### src/rtl/tawas_raccoon_pkg.sv
// Shared Raccoon ring definitions: packet field positions, responder FSM
// encoding and the pending-access record used by the target node.
package tawas_raccoon_pkg;

  localparam int RACC_W       = 79;
  localparam int RACC_VLD     = 78;
  localparam int RACC_WR      = 77;
  localparam int RACC_ACK     = 76;
  localparam int RACC_ID_HI   = 75;
  localparam int RACC_ID_LO   = 68;
  localparam int RACC_MASK_HI = 67;
  localparam int RACC_MASK_LO = 64;
  localparam int RACC_DATA_HI = 63;
  localparam int RACC_DATA_LO = 32;
  localparam int RACC_ADDR_HI = 31;
  localparam int RACC_ADDR_LO = 0;

  localparam logic [31:0] RACC_ERR_DATA = 32'hDEAD_BEEF;

  typedef enum logic [1:0] {
    ST_IDLE    = 2'd0,
    ST_ACCESS  = 2'd1,
    ST_RESPOND = 2'd2
  } racc_state_t;

  typedef struct packed {
    logic        wr;
    logic [7:0]  id;
    logic [3:0]  mask;
    logic [31:0] data;
    logic [31:0] addr;
  } racc_pend_t;

endpackage

### src/rtl/raccoon_target_if.sv
// Local memory/register port between the Raccoon target (master) and its
// SRAM or register-file slave.
interface raccoon_target_if;
  logic        MEM_REQ;
  logic        MEM_WR;
  logic [31:0] MEM_ADDR;
  logic [3:0]  MEM_MASK;
  logic [31:0] MEM_WDATA;
  logic        MEM_ACK;
  logic [31:0] MEM_RDATA;

  modport master (
    output MEM_REQ, MEM_WR, MEM_ADDR, MEM_MASK, MEM_WDATA,
    input  MEM_ACK, MEM_RDATA
  );

  modport slave (
    input  MEM_REQ, MEM_WR, MEM_ADDR, MEM_MASK, MEM_WDATA,
    output MEM_ACK, MEM_RDATA
  );
endinterface

### src/rtl/raccoon_target.sv
// Raccoon ring responder: claims in-window requests, performs one local access
// and injects the ack response; optional access timeout via RACCOON_TIMEOUT_EN.
module raccoon_target
  import tawas_raccoon_pkg::*;
#(
  parameter logic [31:0] ADDR_BASE = 32'h0000_0000,
  parameter logic [31:0] ADDR_MASK = 32'hFFFF_0000,
  parameter logic [7:0]  TIMEOUT   = 8'd64
) (
  input  logic              CLK,
  input  logic              RST,
  input  logic [RACC_W-1:0] RaccIn,
  output logic [RACC_W-1:0] RaccOut,
  raccoon_target_if.master  mem
);

  logic [RACC_W-1:0] racc_in;
  logic [RACC_W-1:0] out_nxt;
  racc_state_t       state, state_nxt;
  racc_pend_t        pend, pend_nxt;
  logic              req, req_nxt;
  logic              in_vld, in_ack, in_hit, claim;
  logic              tmo_hit;

  assign in_vld = racc_in[RACC_VLD];
  assign in_ack = racc_in[RACC_ACK];
  assign in_hit = (racc_in[RACC_ADDR_HI:RACC_ADDR_LO] & ADDR_MASK) == ADDR_BASE;
  assign claim  = in_vld & ~in_ack & in_hit & (state == ST_IDLE);

`ifdef RACCOON_TIMEOUT_EN
  logic [7:0] tmo_cnt;

  // Counter sits at zero outside ACCESS, so it is clear on every entry.
  always_ff @(posedge CLK) begin
    if (RST || state != ST_ACCESS) tmo_cnt <= '0;
    else                           tmo_cnt <= tmo_cnt + 8'd1;
  end

  assign tmo_hit = (tmo_cnt == TIMEOUT - 8'd1);
`else
  logic unused_timeout;
  assign unused_timeout = ^TIMEOUT;
  assign tmo_hit        = 1'b0;
`endif

  always_ff @(posedge CLK) begin
    if (RST) state <= ST_IDLE;
    else     state <= state_nxt;
  end

  always_comb begin
    state_nxt = state;
    pend_nxt  = pend;
    req_nxt   = req;
    out_nxt   = racc_in;
    unique case (state)
      ST_IDLE: begin
        if (claim) begin
          state_nxt     = ST_ACCESS;
          req_nxt       = 1'b1;
          out_nxt       = '0;
          pend_nxt.wr   = racc_in[RACC_WR];
          pend_nxt.id   = racc_in[RACC_ID_HI:RACC_ID_LO];
          pend_nxt.mask = racc_in[RACC_MASK_HI:RACC_MASK_LO];
          pend_nxt.data = racc_in[RACC_DATA_HI:RACC_DATA_LO];
          pend_nxt.addr = racc_in[RACC_ADDR_HI:RACC_ADDR_LO];
        end
      end
      ST_ACCESS: begin
        if (mem.MEM_ACK) begin
          state_nxt = ST_RESPOND;
          req_nxt   = 1'b0;
          if (!pend.wr) pend_nxt.data = mem.MEM_RDATA;
        end else if (tmo_hit) begin
          state_nxt     = ST_RESPOND;
          req_nxt       = 1'b0;
          pend_nxt.data = RACC_ERR_DATA;
        end
      end
      ST_RESPOND: begin
        // Forwarded traffic owns the slot; inject only into an empty one.
        if (!in_vld) begin
          state_nxt = ST_IDLE;
          out_nxt   = {1'b1, pend.wr, 1'b1, pend.id, pend.mask, pend.data, pend.addr};
        end
      end
      default: state_nxt = ST_IDLE;
    endcase
  end

  // Ring input register, slot output register and local-port state.
  always_ff @(posedge CLK) begin
    if (RST) begin
      racc_in <= '0;
      RaccOut <= '0;
      pend    <= '0;
      req     <= 1'b0;
    end else begin
      racc_in <= RaccIn;
      RaccOut <= out_nxt;
      pend    <= pend_nxt;
      req     <= req_nxt;
    end
  end

  assign mem.MEM_REQ   = req;
  assign mem.MEM_WR    = pend.wr;
  assign mem.MEM_ADDR  = pend.addr;
  assign mem.MEM_MASK  = pend.mask;
  assign mem.MEM_WDATA = pend.data;

endmodule

### src/flat_wrapper.sv
// flat-port wrapper written by rule: the top's interface ports become plain ports
module raccoon_target_flat import tawas_raccoon_pkg::*;
#(
  parameter logic [31:0] ADDR_BASE = 32'h0000_0000,
  parameter logic [31:0] ADDR_MASK = 32'hFFFF_0000,
  parameter logic [7:0]  TIMEOUT   = 8'd64
)
  (CLK, RST, RaccIn, RaccOut, mem_MEM_REQ, mem_MEM_WR, mem_MEM_ADDR, mem_MEM_MASK, mem_MEM_WDATA, mem_MEM_ACK, mem_MEM_RDATA);
  raccoon_target_if mem_i ();
  input  logic CLK;
  input  logic RST;
  input  logic [RACC_W-1:0] RaccIn;
  output logic [RACC_W-1:0] RaccOut;
  output wire logic [$bits(mem_i.MEM_REQ)-1:0] mem_MEM_REQ;
  output wire logic [$bits(mem_i.MEM_WR)-1:0] mem_MEM_WR;
  output wire logic [$bits(mem_i.MEM_ADDR)-1:0] mem_MEM_ADDR;
  output wire logic [$bits(mem_i.MEM_MASK)-1:0] mem_MEM_MASK;
  output wire logic [$bits(mem_i.MEM_WDATA)-1:0] mem_MEM_WDATA;
  input wire logic [$bits(mem_i.MEM_ACK)-1:0] mem_MEM_ACK;
  input wire logic [$bits(mem_i.MEM_RDATA)-1:0] mem_MEM_RDATA;
  assign mem_MEM_REQ = mem_i.MEM_REQ;
  assign mem_MEM_WR = mem_i.MEM_WR;
  assign mem_MEM_ADDR = mem_i.MEM_ADDR;
  assign mem_MEM_MASK = mem_i.MEM_MASK;
  assign mem_MEM_WDATA = mem_i.MEM_WDATA;
  assign mem_i.MEM_ACK = mem_MEM_ACK;
  assign mem_i.MEM_RDATA = mem_MEM_RDATA;
  raccoon_target #(.ADDR_BASE(ADDR_BASE), .ADDR_MASK(ADDR_MASK), .TIMEOUT(TIMEOUT)) u_core (.CLK(CLK), .RST(RST), .RaccIn(RaccIn), .RaccOut(RaccOut), .mem(mem_i));
endmodule
### config.mk
export PLATFORM = sky130hd
export DESIGN_NAME = raccoon_target_flat
export DESIGN_NICKNAME = d
export VERILOG_FILES = /design/src/rtl/tawas_raccoon_pkg.sv /design/src/rtl/raccoon_target_if.sv /design/src/rtl/raccoon_target.sv /design/src/flat_wrapper.sv
export SDC_FILE = /design/constraint.sdc
export NUM_CORES = 1
export LEC_CHECK = 0
export CAP_MARGIN = 20
export CORE_MARGIN = 4
export CORE_UTILIZATION = 40
export CTS_BUF_LIST = sky130_fd_sc_hd__clkbuf_8
export DETAILED_ROUTE_END_ITERATION = 8
export PLACE_DENSITY = 0.71
export SYNTH_ARGS = -nofsm -noshare
export SYNTH_HDL_FRONTEND = slang
export SYNTH_SLANG_ARGS = --single-unit
### constraint.sdc
create_clock -name CLK -period 2 [get_ports CLK]
set_clock_uncertainty 0.05 [all_clocks]
set_input_delay 0.4 -clock CLK [delete_from_list [all_inputs] [get_ports CLK]]
set_output_delay 0.4 -clock CLK [all_outputs]
set_load 0.03 [all_outputs]
# Word-level counts from Yosys, hierarchy flattened

Cells that the tools add are included.

Register bits: 238
Bits in latches: 0
Bits in writable memories: 0
ROM bits: 0
Input bits: 114
Output and inout port bits: 149
Word-level logic and storage cells: 40
Memories kept: 0

Add/sub/neg operators: 0
Multipliers: 0
Divide/modulo/power cells: 0
$lt $le $gt $ge: 0
Eq/ne operators: 6
Shift-type cells: 0
Mux-type cells: 14
Bitwise logic cells: 4
Reduce and logical (&&, ||, !) cells: 7

Operators with widths:

| cell                                                             | count |
|---|---|
| 79-bit case mux with 2 select lines                              | 1 |
| 79-bit 2-to-1 mux                                                | 1 |
| 78-bit 2-to-1 mux                                                | 1 |
| 32-bit 2-to-1 mux                                                | 2 |
| 64-bit 2-to-1 mux                                                | 1 |
| 32-bit case mux with 2 select lines                              | 1 |
| 32-bit zero test                                                 | 1 |
| 2-bit 2-to-1 mux                                                 | 3 |
| 2-bit != test (second input constant)                            | 3 |
| 2-bit case mux with 3 select lines                               | 1 |
| 3-bit AND reduction                                              | 2 |
| 4-bit AND reduction                                              | 1 |
| 1-bit bitwise AND                                                | 3 |
| 2-bit by 1-bit == test with 1-bit output (second input constant) | 1 |
| 2-bit == test (second input constant)                            | 1 |
| 2-bit zero test                                                  | 1 |
| 1-bit 2-to-1 mux                                                 | 2 |
| 2-bit by 1-bit != test with 1-bit output (second input constant) | 1 |
| 1-bit case mux with 2 select lines                               | 1 |
| 2-bit AND reduction                                              | 1 |
| 2-bit nonzero test                                               | 1 |
| 1-bit NOT                                                        | 1 |

# Depth between registers and ports, before layout

Depth after elaboration: 6
Gate-level depth with buffers: 7
Mapped depth without buffers: 4

# Least setup slack after synthesis

Ideal clock, no wire load.

Path type: reg-to-reg
From: register u_core.racc_in[20]
To: register u_core.pend, in the netlist u_core.mem.MEM_ADDR[10]
Setup time: 0.132 ns
Arrival time: 1.794 ns
Required time: 1.818 ns
Path slack: 0.024 ns
Stages on the path, launching flop included: 8
Path buffers: 3
Clock period less this slack: 1.976 ns
Cell sequence: dfxtp_1 -> or4b_4 -> or3_1 -> clkbuf_1 -> buf_6 -> buf_2 -> o21ai_1 -> a21oi_1

Cells in the longest elaborated chain, start to end: 4

Ends and longest elaborated chain:

| element                        | RTL line              | text |
|---|---|---|
| start: declaration             | raccoon_target.sv:17  | `logic [RACC_W-1:0] racc_in;` |
| start signal: assignment       | raccoon_target.sv:99  | `racc_in <= RaccIn;` |
| 32-bit zero test               | raccoon_target.sv:27  | `assign in_hit = (racc_in[RACC_ADDR_HI:RACC_ADDR_LO] & ADDR_MASK) == ADDR_BASE;` |
| 1-bit bitwise AND (2 in a row) | raccoon_target.sv:28  | `assign claim = in_vld & ~in_ack & in_hit & (state == ST_IDLE);` |
| 2-bit AND reduction (no line)  | --                    |  |
| end signal: assignment         | raccoon_target.sv:101 | `pend <= pend_nxt;` |
| end: declaration               | raccoon_target.sv:20  | `racc_pend_t pend, pend_nxt;` |

Every way passes these cells.
A chain may end at the register's enable or synchronous reset.

# Worst setup path in the final report

From: register u_core.racc_in[20]
To: register u_core.pend, in the netlist u_core.mem.MEM_WDATA[26]

Cells in the longest elaborated chain, start to end: 5

Ends and longest elaborated chain:

| element                                            | RTL line |
|---|---|
| 32-bit zero test                                   | raccoon_target.sv:27 |
| 1-bit bitwise AND (2 in a row)                     | raccoon_target.sv:28 |
| 2-bit by 1-bit != test with 1-bit output (no line) | -- |
| 4-bit AND reduction (no line)                      | -- |

Every way passes these cells.

==> impl_metrics.env <==
export IMPL_status="complete, but fails checks"
export IMPL_violations="setup timing"
export IMPL_worstPathArrival_ns=2.42
export IMPL_synth_top_area_share=0.501
export IMPL_hpwl_um=17900
export IMPL_syn_avg_cell_area_um2=8.97
export IMPL_powerDensity_nw_per_um2=789
export IMPL_initial_core_util=0.406
export IMPL_fin_nets=1354
export IMPL_path_cells="or4b_4, or3_4, buf_12, nor4_2, a211oi_2"
export IMPL_drive_above_1_share=0.163
export IMPL_p_sw_frac=0.240
export IMPL_yosysSeqAreaShare=0.501
export IMPL_busiest_layer="met2"
export IMPL_end_kind="register"
export IMPL_grt_pass1_wl_um=43600
export IMPL_avgRoutedWirePerCell_um=17.4
export IMPL_critPathLaunchType="register"
export IMPL_final_max_slew_viol_count=0
export IMPL_ys_ff_latch=238
export IMPL_syn_nets=1174
export IMPL_drv_cap=0
export IMPL_layout_common_cells="237 x dfxtp_1, 141 x a21oi_1, 127 x clkdlybuf4s50_1, 111 x dlygate4sd2_1, 95 x nand2_1"
export IMPL_numPortBuffers=262
export IMPL_synth_area_top_cells="dfxtp_1 50%, o211ai_2 7.9%, a21oi_1 7.5%, buf_4 5.4%, nor2b_1 5.2%"
export IMPL_ant_nets=0
export IMPL_period_needed_ns=2.07
export IMPL_fmax_mhz=483
export IMPL_synth_edf_count=0
export IMPL_antenna_found_initial=0
export IMPL_ys_warnings_count=0
export IMPL_num_vias=8015
export IMPL_hold_viol=0
export IMPL_syn2layout_area_growth_pct=38.1
export IMPL_h_tree_depth=2
export IMPL_synth_ff_type="dfxtp_1"
export IMPL_netlist_cell_type_count=32
export IMPL_cpPeakStageDelay_ns=0.53
export IMPL_place_area_um2=12100
export IMPL_vias_per_cell=5.04
export IMPL_cts_made_buffers=41
export IMPL_p_int_mw=7.88
export IMPL_synthCells=1060
export IMPL_netlist_area_um2=9510
export IMPL_synth_largest_area_cell="dfxtp_1"
export IMPL_totalPowerFinal_mw=10.4
export IMPL_crit_buf_inv=1
export IMPL_cp_required_ns=2.35
export IMPL_cts_sink_count=238
export IMPL_grt_start_max_net_pins=83
export IMPL_drcViolationCount=0
export IMPL_wl_um=27600
export IMPL_rows=56
export IMPL_leakage_nw=5.43
export IMPL_first_iter_violations=374
export IMPL_use_met3=0.0548
export IMPL_fp_coreArea_um2=23400
export IMPL_worst_slack_ns=-0.0705
export IMPL_tightestPinTransition_ns=0.640
export IMPL_async_reset_ff_frac=0
export IMPL_met2_usage=0.337
export IMPL_pwr_share_comb=0.088
export IMPL_nFillCells=2147
export IMPL_layout_commonest_cell="dfxtp_1"
export IMPL_cpLargestDelayFamily="simple AND/OR/NAND/NOR gates"
export IMPL_clk_pin_slew_worst_paths_ns=0.06
export IMPL_num_io_pins=263
export IMPL_utilization=0.561
export IMPL_cp_max_fo=46
export IMPL_critPathSlowestCell="or4b_4"
export IMPL_dr_pass1_iters=5
export IMPL_crit_type="reg2reg"
export IMPL_hp_class="in2reg"
export IMPL_die_area_um2=26300
export IMPL_switchingPower_mw=2.48
export IMPL_relSlewSlack=0.573
export IMPL_dp_worst_setup_slack_ns=-0.0514
export IMPL_setup_viol=22
export IMPL_gp_congestion=0.808
export IMPL_dieWidth_um=162
export IMPL_clock_power_share=0.432
export IMPL_die_h_um=162
export IMPL_cts_root_buf="clkbuf_8"
export IMPL_clock_latency_ns=0.53
export IMPL_final_cell_area_um2=13100
export IMPL_ir_drop_uv=629
export IMPL_use_met1=0.253
export IMPL_cts_tree="yes"
export IMPL_cts_buffer_depth=3
export IMPL_grt_usage=0.203
export IMPL_rsz0062_at_grt="yes"
export IMPL_grt_pass1_vias=8132
export IMPL_antenna_cells=0
export IMPL_cts_hold_buf=0
export IMPL_pwr_share_seq=0.481
export IMPL_gr_total_overflow=0
export IMPL_period_share=1.04
==> logic make-up (layout without fill, tap and decap cells) <==
| kind of cell | after synthesis | after routing | synth area share |
|---|---|---|---|
| buf+inv | 195 | 406 | 0.111 |
| compound gates | 304 | 304 | 0.219 |
| flops | 238 | 238 | 0.501 |
| simple gates | 323 | 323 | 0.169 |
==> metal layers <==
layer / share of wire / up-vias / wire [um]
li1: - / 3924 / -
met1: 0.43 / 3789 / 11800
met2: 0.48 / 256 / 13300
met3: 0.067 / 46 / 1860
met4: 0.027 / 0 / 744
met5: 0 / - / 0
==> cell type report <==
| cell class | count | area [um^2] | area share |
|---|---|---|---|
| flip-flops and latches | 238 | 4770 | 0.363 |
| multi-input cells | 627 | 3980 | 0.303 |
| repair buffers | 299 | 3000 | 0.228 |
| clock buffers | 57 | 785 | 0.0597 |
| well taps | 319 | 399 | 0.0304 |
| inverters | 33 | 124 | 0.00943 |
| clock inverters | 17 | 80.1 | 0.00610 |
==> power groups by stage <==
stage / registers [mW] / logic, mW / clock network (mW)
floorplan: 5.19 / 0.326 / 0
global placement: 5.07 / 0.914 / 0
detailed placement: 5.08 / 0.921 / 0
CTS: 4.97 / 0.903 / 4.58
global route: 4.99 / 0.978 / 4.80
finish: 4.98 / 0.910 / 4.47
==> worst paths after layout <==
path                                                     from                               endpoint  depth (start not counted)  slack [ns]
worst max-delay path            u_core.racc_in[20]$_SDFF_PP0_  u_core.mem.MEM_WDATA[26]$_SDFFE_PP0P_                          5       -0.07
worst min-delay path                                      RST          u_core.racc_in[38]$_SDFF_PP0_                          2        0.20
worst max register to register  u_core.racc_in[20]$_SDFF_PP0_  u_core.mem.MEM_WDATA[26]$_SDFFE_PP0P_                          5       -0.07
worst min register to register   u_core.pend[69]$_SDFFE_PP0P_          u_core.RaccOut[69]$_SDFF_PP0_                          2        0.41
==> metrics by stage <==
stage	std cells	setup TNS, ns	hold WS (ns)
6_report	1590	-0.450	0.195
5_1_grt	1590	-3.25	0.174
4_1_cts	1589	-0.172	0.153
3_5_place_dp	1515	-0.172	0.397
3_3_place_gp	1515	0	0.391
2_1_floorplan	1060	0	0.381
==> timing repair <==
item	4_1_cts	5_1_grt
resized for setup	122	64
pin swaps	0	1
setup buffers	0	1
endpoints found under the setup margin	147	103
==> Yosys cell counts (2+ instances only) <==
library cell,count
dfxtp_1,238
a21oi_1,142
nand2_1,95
nor2b_1,79
buf_4,68
clkbuf_1,64
o211ai_2,60
nor2_1,57
o21ai_0,41
nor4_1,34
a211oi_1,32
inv_1,32
nand3_1,30
o21ai_1,20
and2_1,17
buf_1,12
buf_2,11
buf_6,7
o21a_1,5
nor3_1,3
nand3b_1,2
==> worst register-to-register path, delay by kind of cell, from the launching register on <==
| kind | cells | cell delay, ns |
|---|---|---|
| simple gates | 3 | 1.31 |
| flops | 1 | 0.31 |
| buf+inv | 1 | 0.20 |
| compound gates | 1 | 0.08 |
==> state kept, by name (all words and copies together), names as in the netlist <==
register and cells:
u_core.RaccOut 79, u_core.mem.MEM_ADDR 32, u_core.mem.MEM_MASK 4, u_core.mem.MEM_REQ 1
u_core.mem.MEM_WDATA 32, u_core.mem.MEM_WR 1, u_core.pend 8, u_core.racc_in 79
u_core.state 2
(Power assumes the default switching activity.)
